<file path="src/rtl/job_sequencer.sv">
// Job sequencer: streams midstate then header words into the SHA shift registers, runs the solve, and hands each golden nonce to the host.
// Optional build macro JOB_SEQ_CLAIM_TIMEOUT_EN adds a claim timeout and the sticky claim_lost output.
module job_sequencer #(
  parameter int unsigned MID_WORDS  = 8,
  parameter int unsigned HEAD_WORDS = 16
`ifdef JOB_SEQ_CLAIM_TIMEOUT_EN
  , parameter int unsigned CLAIM_TIMEOUT = 1024
`endif
) (
  input  logic        clk,
  input  logic        n_rst,
  input  logic        start_found,
  input  logic        in_valid,
  input  logic [31:0] in_data,
  output logic        in_ready,
  output logic        sr_clear,
  output logic        mid_shift,
  output logic        head_shift,
  output logic        core_load,
  output logic        core_solve,
  input  logic        core_flag,
  input  logic [31:0] core_nonce,
  input  logic        core_done,
  output logic        sol_claim,
  input  logic        sol_response,
  output logic [31:0] out_data,
  output logic        need_work,
`ifdef JOB_SEQ_CLAIM_TIMEOUT_EN
  output logic        claim_lost,
`endif
  output logic        busy
);

  localparam int unsigned CNT_W = 5;
  localparam logic [CNT_W-1:0] MID_LAST  = CNT_W'(MID_WORDS - 1);
  localparam logic [CNT_W-1:0] HEAD_LAST = CNT_W'(HEAD_WORDS - 1);

  typedef enum logic [2:0] {
    S_IDLE, S_MID, S_HEAD, S_SOLVE, S_CLAIM, S_EXHAUST
  } state_t;

  state_t           state, state_nxt;
  logic [CNT_W-1:0] word_cnt, word_cnt_nxt;
  logic             done_pend, done_pend_nxt;
  logic [31:0]      out_data_nxt;
  logic             accept;
  logic             timeout_hit;
  logic             claim_release;

  // The payload word stream never feeds the sequencer's own state.
  logic unused_in_data;
  assign unused_in_data = ^in_data;

  // Handshake and shift strobes depend on live inputs, so they stay combinational.
  assign sr_clear   = (state == S_IDLE) || start_found;
  assign in_ready   = ((state == S_MID) || (state == S_HEAD)) && !start_found;
  assign accept     = in_valid && in_ready;
  assign mid_shift  = accept && (state == S_MID);
  assign head_shift = accept && (state == S_HEAD);

`ifdef JOB_SEQ_CLAIM_TIMEOUT_EN
  logic [15:0] claim_cnt;

  assign timeout_hit = (state == S_CLAIM) && (claim_cnt == 16'(CLAIM_TIMEOUT - 1));

  // Claim age counter restarts on every entry into CLAIM.
  always_ff @(posedge clk or negedge n_rst) begin
    if (!n_rst) begin
      claim_cnt  <= '0;
      claim_lost <= 1'b0;
    end else begin
      if (state != S_CLAIM) claim_cnt <= '0;
      else                  claim_cnt <= claim_cnt + 16'd1;
      if (start_found)                       claim_lost <= 1'b0;
      else if (timeout_hit && !sol_response) claim_lost <= 1'b1;
    end
  end
`else
  assign timeout_hit = 1'b0;
`endif

  assign claim_release = sol_response || timeout_hit;

  // Next-state logic; start_found overrides everything.
  always_comb begin
    state_nxt     = state;
    word_cnt_nxt  = word_cnt;
    done_pend_nxt = done_pend;
    out_data_nxt  = out_data;
    if (start_found) begin
      state_nxt     = S_MID;
      word_cnt_nxt  = '0;
      done_pend_nxt = 1'b0;
    end else begin
      case (state)
        S_MID: begin
          if (accept) begin
            if (word_cnt == MID_LAST) begin
              word_cnt_nxt = '0;
              state_nxt    = S_HEAD;
            end else begin
              word_cnt_nxt = word_cnt + CNT_W'(1);
            end
          end
        end
        S_HEAD: begin
          if (accept) begin
            if (word_cnt == HEAD_LAST) begin
              word_cnt_nxt = '0;
              state_nxt    = S_SOLVE;
            end else begin
              word_cnt_nxt = word_cnt + CNT_W'(1);
            end
          end
        end
        S_SOLVE: begin
          if (core_flag) begin
            out_data_nxt = core_nonce;
            state_nxt    = S_CLAIM;
            if (core_done) done_pend_nxt = 1'b1;
          end else if (core_done) begin
            state_nxt = S_EXHAUST;
          end
        end
        S_CLAIM: begin
          if (core_done) done_pend_nxt = 1'b1;
          // An exhaustion reported alongside the release is not lost.
          if (claim_release) state_nxt = (done_pend || core_done) ? S_EXHAUST : S_SOLVE;
        end
        default: ;
      endcase
    end
  end

  always_ff @(posedge clk or negedge n_rst) begin
    if (!n_rst) begin
      state     <= S_IDLE;
      word_cnt  <= '0;
      done_pend <= 1'b0;
      out_data  <= '0;
    end else begin
      state     <= state_nxt;
      word_cnt  <= word_cnt_nxt;
      done_pend <= done_pend_nxt;
      out_data  <= out_data_nxt;
    end
  end

  // Status outputs registered from the next state so they line up with it.
  always_ff @(posedge clk or negedge n_rst) begin
    if (!n_rst) begin
      core_load  <= 1'b0;
      core_solve <= 1'b0;
      sol_claim  <= 1'b0;
      need_work  <= 1'b0;
      busy       <= 1'b0;
    end else begin
      core_load  <= (state_nxt == S_MID) || (state_nxt == S_HEAD);
      core_solve <= (state_nxt == S_SOLVE);
      sol_claim  <= (state_nxt == S_CLAIM);
      need_work  <= (state_nxt == S_EXHAUST);
      busy       <= (state_nxt != S_IDLE);
    end
  end

endmodule

</file>
<file path="config.mk">
export PLATFORM = sky130hd
export DESIGN_NAME = job_sequencer
export DESIGN_NICKNAME = d
export VERILOG_FILES = /design/src/rtl/job_sequencer.sv
export SDC_FILE = /design/constraint.sdc
export NUM_CORES = 1
export LEC_CHECK = 0
export CORE_MARGIN = 3
export CORE_UTILIZATION = 40
export CTS_BUF_LIST = sky130_fd_sc_hd__clkbuf_2
export DETAILED_ROUTE_END_ITERATION = 12
export PLACE_DENSITY = 0.9
export SLEW_MARGIN = 20
export SYNTH_ARGS = -nofsm -noshare
export SYNTH_HDL_FRONTEND = slang
export SYNTH_SLANG_ARGS = --single-unit
</file>
<file path="constraint.sdc">
create_clock -name clk -period 2.5 [get_ports clk]
set_clock_uncertainty 0.2 [all_clocks]
set_input_delay 0.25 -clock clk [delete_from_list [all_inputs] [get_ports clk]]
set_output_delay 0.25 -clock clk [all_outputs]
set_load 0.01 [all_outputs]
</file>
==> reports/results.tsv <==
stage	metric	value	unit
global_routing	largest net degree at the start of global routing	33	
setup_path	crit path launch type	flip-flop	
place	Post-Place Cells	305	
pwr	Combinational Power Share	0.492	
floorplan	I/O Pins	112	
floorplan	total core area	4850	um^2
flow_run	Max Cap Viol	0	
global_routing	grt ovf	0	
logic_synthesis	cells after synthesis	158	
logic_synthesis	fraction of synthesized cell area in xor and xnor cells	0.00855	
sta	Max Slew Vio Count	0	
setup_path	worst-path maximum fanout	5	
floorplan	Die W	77.6	um
floorplan	Initial Util	0.423	
cts	Bufs on Longest Clock Path	2	
global_routing	initial antenna violation count	0	
sta	Slew HR	0.626	
logic_synthesis	post-synthesis simple-gate area fraction	0.113	
sta	Worst Tran Pin Value	0.561	ns
cts	clk root buf	clkbuf_2	
place	HPWL after DPL	3310	um
pwr	clock power share	0.102	
floorplan	Die Y	77.6	um
cts	Reg clk slew, reported paths	0.23	ns
pwr	Worst VDD drop	562	uV
global_routing	Total Routing Usage GR	0.157	
pwr	Power Dens Cells	985	nW/um^2
floorplan	die area	6020	um^2
drt	First-pass DRT Iterations	4	
outcome	status	complete, no violations	
pwr	Tot Pwr	2.97	mW
logic_synthesis	yosys warns	0	
sta	TNS Setup	0	ns
logic_synthesis	Synth Area in Adders	0.0183	
global_routing	first-pass GRT wire length	7670	um
sta	Final period util	0.915	
setup_path	worst setup path class	flip-flop to output port	
logic_synthesis	Net Count, Synth	232	
sta	RSZ-0062 raised after global routing	false	
pwr	Int Power	2.02	mW
cts	worst-skew pair later-pin latency	0.38	ns
logic_synthesis	post-synth cell types	38	
pwr	leakage power total	1.30	nW
sta	final hold vios	0	
logic_synthesis	Post-Syn Area	2050	um^2
logic_synthesis	Synth Area in Compound Gates	0.0879	
logic_synthesis	Seq/Total Area, Yosys	0.562	
setup_path	critical path endpoint category	output port	
setup_path	Req. time, crit path	2.05	ns
finish	Area Growth Syn to Fin	47.2	%
finish	Ant. Diodes	0	
place	GPL Wtd Cong	0.868	
place	I/O Buffers	79	
cts	clk sinks	46	
drt	Antenna Nets Post-Route	0	
pwr	net switching power	0.955	mW
sta	Final min period	2.29	ns
sta	fmax	437	MHz
drt	post-detailed-routing wire length	4390	um
drt	Residual DRC	0	
floorplan	# rows	25	
finish	layout cells sized above 1	0.237	
global_routing	number of global-route vias before repair	1604	
sta	endpoints failing setup	0	
drt	mean routed wirelength per cell	13.9	um
logic_synthesis	largest family of logic cells by synthesized area	multiplexers	
cts	H-tree Lvls	2	
pwr	sequential power share	0.406	
cts	CTS tree	yes	
logic_synthesis	Avg Inst Size Synth	13.0	um^2
pwr	switch share	0.321	
drt	Starting DRT DRC Count	58	
cts	CTS Buf Count	5	
drt	total number of vias	1538	
logic_synthesis	mux contribution to synthesized area	0.176	
worst_hold_path	worst hold-check path type	input pin to asynchronous set/reset pin	
setup_path	Critical Path AT	1.84	ns
finish	final cell count without fillers	316	
finish	fillers	400	
drt	vias per cell	4.87	
finish	Total Nets Final	322	
logic_synthesis	post-synthesis register bit count	46	
==> per-stage QoR <==
step,util,hold WS [ns],cell area [um^2],setup WS [ns]
2_1_floorplan,-,-0.246,2050,0.541
3_3_place_gp,0.607,0.0643,2950,0.204
3_5_place_dp,0.607,0.0752,2950,0.204
4_1_cts,0.620,0.119,3000,0.0212
5_1_grt,0.622,0.153,3020,0.0304
6_report,0.622,0.144,3020,0.213
==> state kept, by name, indices dropped and copies added (netlist names) <==
name        cells
core_load       1
core_solve      1
out_data       32
need_work       1
busy            1
state           3
sol_claim       1
word_cnt        5
done_pend       1
==> cells by family (layout without fill, tap and decap cells) <==
kind of cell,Yosys count,count (layout)
AO/OA/AOI/OAI,25,25
XOR/XNOR,2,2
adder cells (fa/ha/maj),3,3
buffers and inverters,13,104
flip-flops,46,46
multiplexers,32,32
AND/OR/NAND/NOR,37,37
==> timing repair <==
action | 4_1_cts | 5_1_grt
resized for setup | 2 | 2
hold endpoints to repair | 23 | 0
hold buffers | 1 | 0
setup buffers | 1 | 1
setup endpoints to repair | 3 | 2
pin swaps | 1 | 1
==> critical path, cell delays in order (launching register included) <==
cell	delay, ns
dfrtp_1	0.46
or3b_1	0.43
o21ai_0	0.13
nor2b_1	0.15
dlygate4sd2_1	0.28
==> power groups by stage <==
stage | clock [mW] | sequential [mW] | combinational (mW)
floorplan | 0 | 1.36 | 0.544
global placement | 0 | 1.21 | 1.44
detailed placement | 0 | 1.23 | 1.47
CTS | 0.319 | 1.21 | 1.48
global route | 0.346 | 1.26 | 1.58
finish | 0.303 | 1.21 | 1.46
==> path summary, 6_finish.rpt <==
kind	from	end	slack, ns	depth (start not counted)
hold / removal	n_rst	out_data[5]$_DFFE_PN0P_	0.14	2
max in group asynchronous	n_rst	out_data[25]$_DFFE_PN0P_	1.36	3
hold reg to reg	out_data[29]$_DFFE_PN0P_	out_data[29]$_DFFE_PN0P_	0.34	1
setup reg to reg	state[2]$_DFF_PN0_	core_load$_DFF_PN0_	0.34	8
setup / recovery	state[2]$_DFF_PN0_	in_ready	0.21	4
min in group clk	core_nonce[5]	out_data[5]$_DFFE_PN0P_	0.24	2
==> per-layer routing <==
metal	vias up	part of all wire	global-route usage
met1	738	0.42	0.193
met4	0	0.0061	0.0374
met5	-	0	0
met3	4	0.062	0.0452
met2	50	0.51	0.271
li1	746	-	-
==> layout make-up <==
cell class                 count  area (um^2)  share of cell area
tap                           67         83.8              0.0278
clock buffer                   6         30.0             0.00995
multi-input combinational     99          830               0.275
timing repair buffer          90          886               0.294
sequential                    46         1150               0.382
clock inverter                 2         13.8             0.00456
inverter                       6         22.5             0.00747
==> cells in the mapped netlist <==
| cell | number | area share |
|---|---|---|
| dfrtp_1 | 46 | 0.56 |
| mux2_2 | 32 | 0.18 |
| nand2_1 | 9 | 0.016 |
| o21ai_0 | 9 | 0.022 |
| inv_1 | 6 | 0.011 |
| nor2_1 | 6 | 0.011 |
| a21oi_1 | 5 | 0.012 |
| buf_2 | 3 | 0.0073 |
| buf_4 | 3 | 0.011 |
| ha_1 | 3 | 0.018 |
| nor3b_1 | 3 | 0.011 |
| nand3_1 | 2 | 0.0049 |
| nand4b_1 | 2 | 0.0085 |
| nor2b_1 | 2 | 0.0061 |
| o211ai_1 | 2 | 0.0073 |
| or3_1 | 2 | 0.0061 |
| xor2_1 | 2 | 0.0085 |
| a21o_1 | 1 | 0.0037 |
| a311o_1 | 1 | 0.0049 |
| a311o_2 | 1 | 0.0055 |
| and3_1 | 1 | 0.0031 |
| and3b_1 | 1 | 0.0043 |
| and4bb_2 | 1 | 0.0061 |
| buf_6 | 1 | 0.0055 |
| nand2b_1 | 1 | 0.0031 |
| nand2b_4 | 1 | 0.0067 |
| nand4_1 | 1 | 0.0031 |
| nor3_1 | 1 | 0.0024 |
| nor3b_4 | 1 | 0.0092 |
| o2111ai_4 | 1 | 0.013 |
| o21a_1 | 1 | 0.0037 |
| o21ba_2 | 1 | 0.0049 |
| o21bai_1 | 1 | 0.0037 |
| o22ai_1 | 1 | 0.0031 |
| o41ai_1 | 1 | 0.0043 |
| or2_2 | 1 | 0.0031 |
| or3b_1 | 1 | 0.0043 |
| or4_1 | 1 | 0.0037 |
==> layout by cell type, fill, tap and decap left out, drive strengths merged, types with 3 or more instances in the layout <==
cell           Yosys  routed
clkdlybuf4s50      0      74
nand2              9       9
a21oi              5       5
nor3b              4       4
ha                 3       3
nor2               6       6
mux2              32      32
o21ai              9       9
clkbuf             0       6
buf                7      11
inv                6       6
dfrtp             46      46
Power figures use the tool's default switching activity.
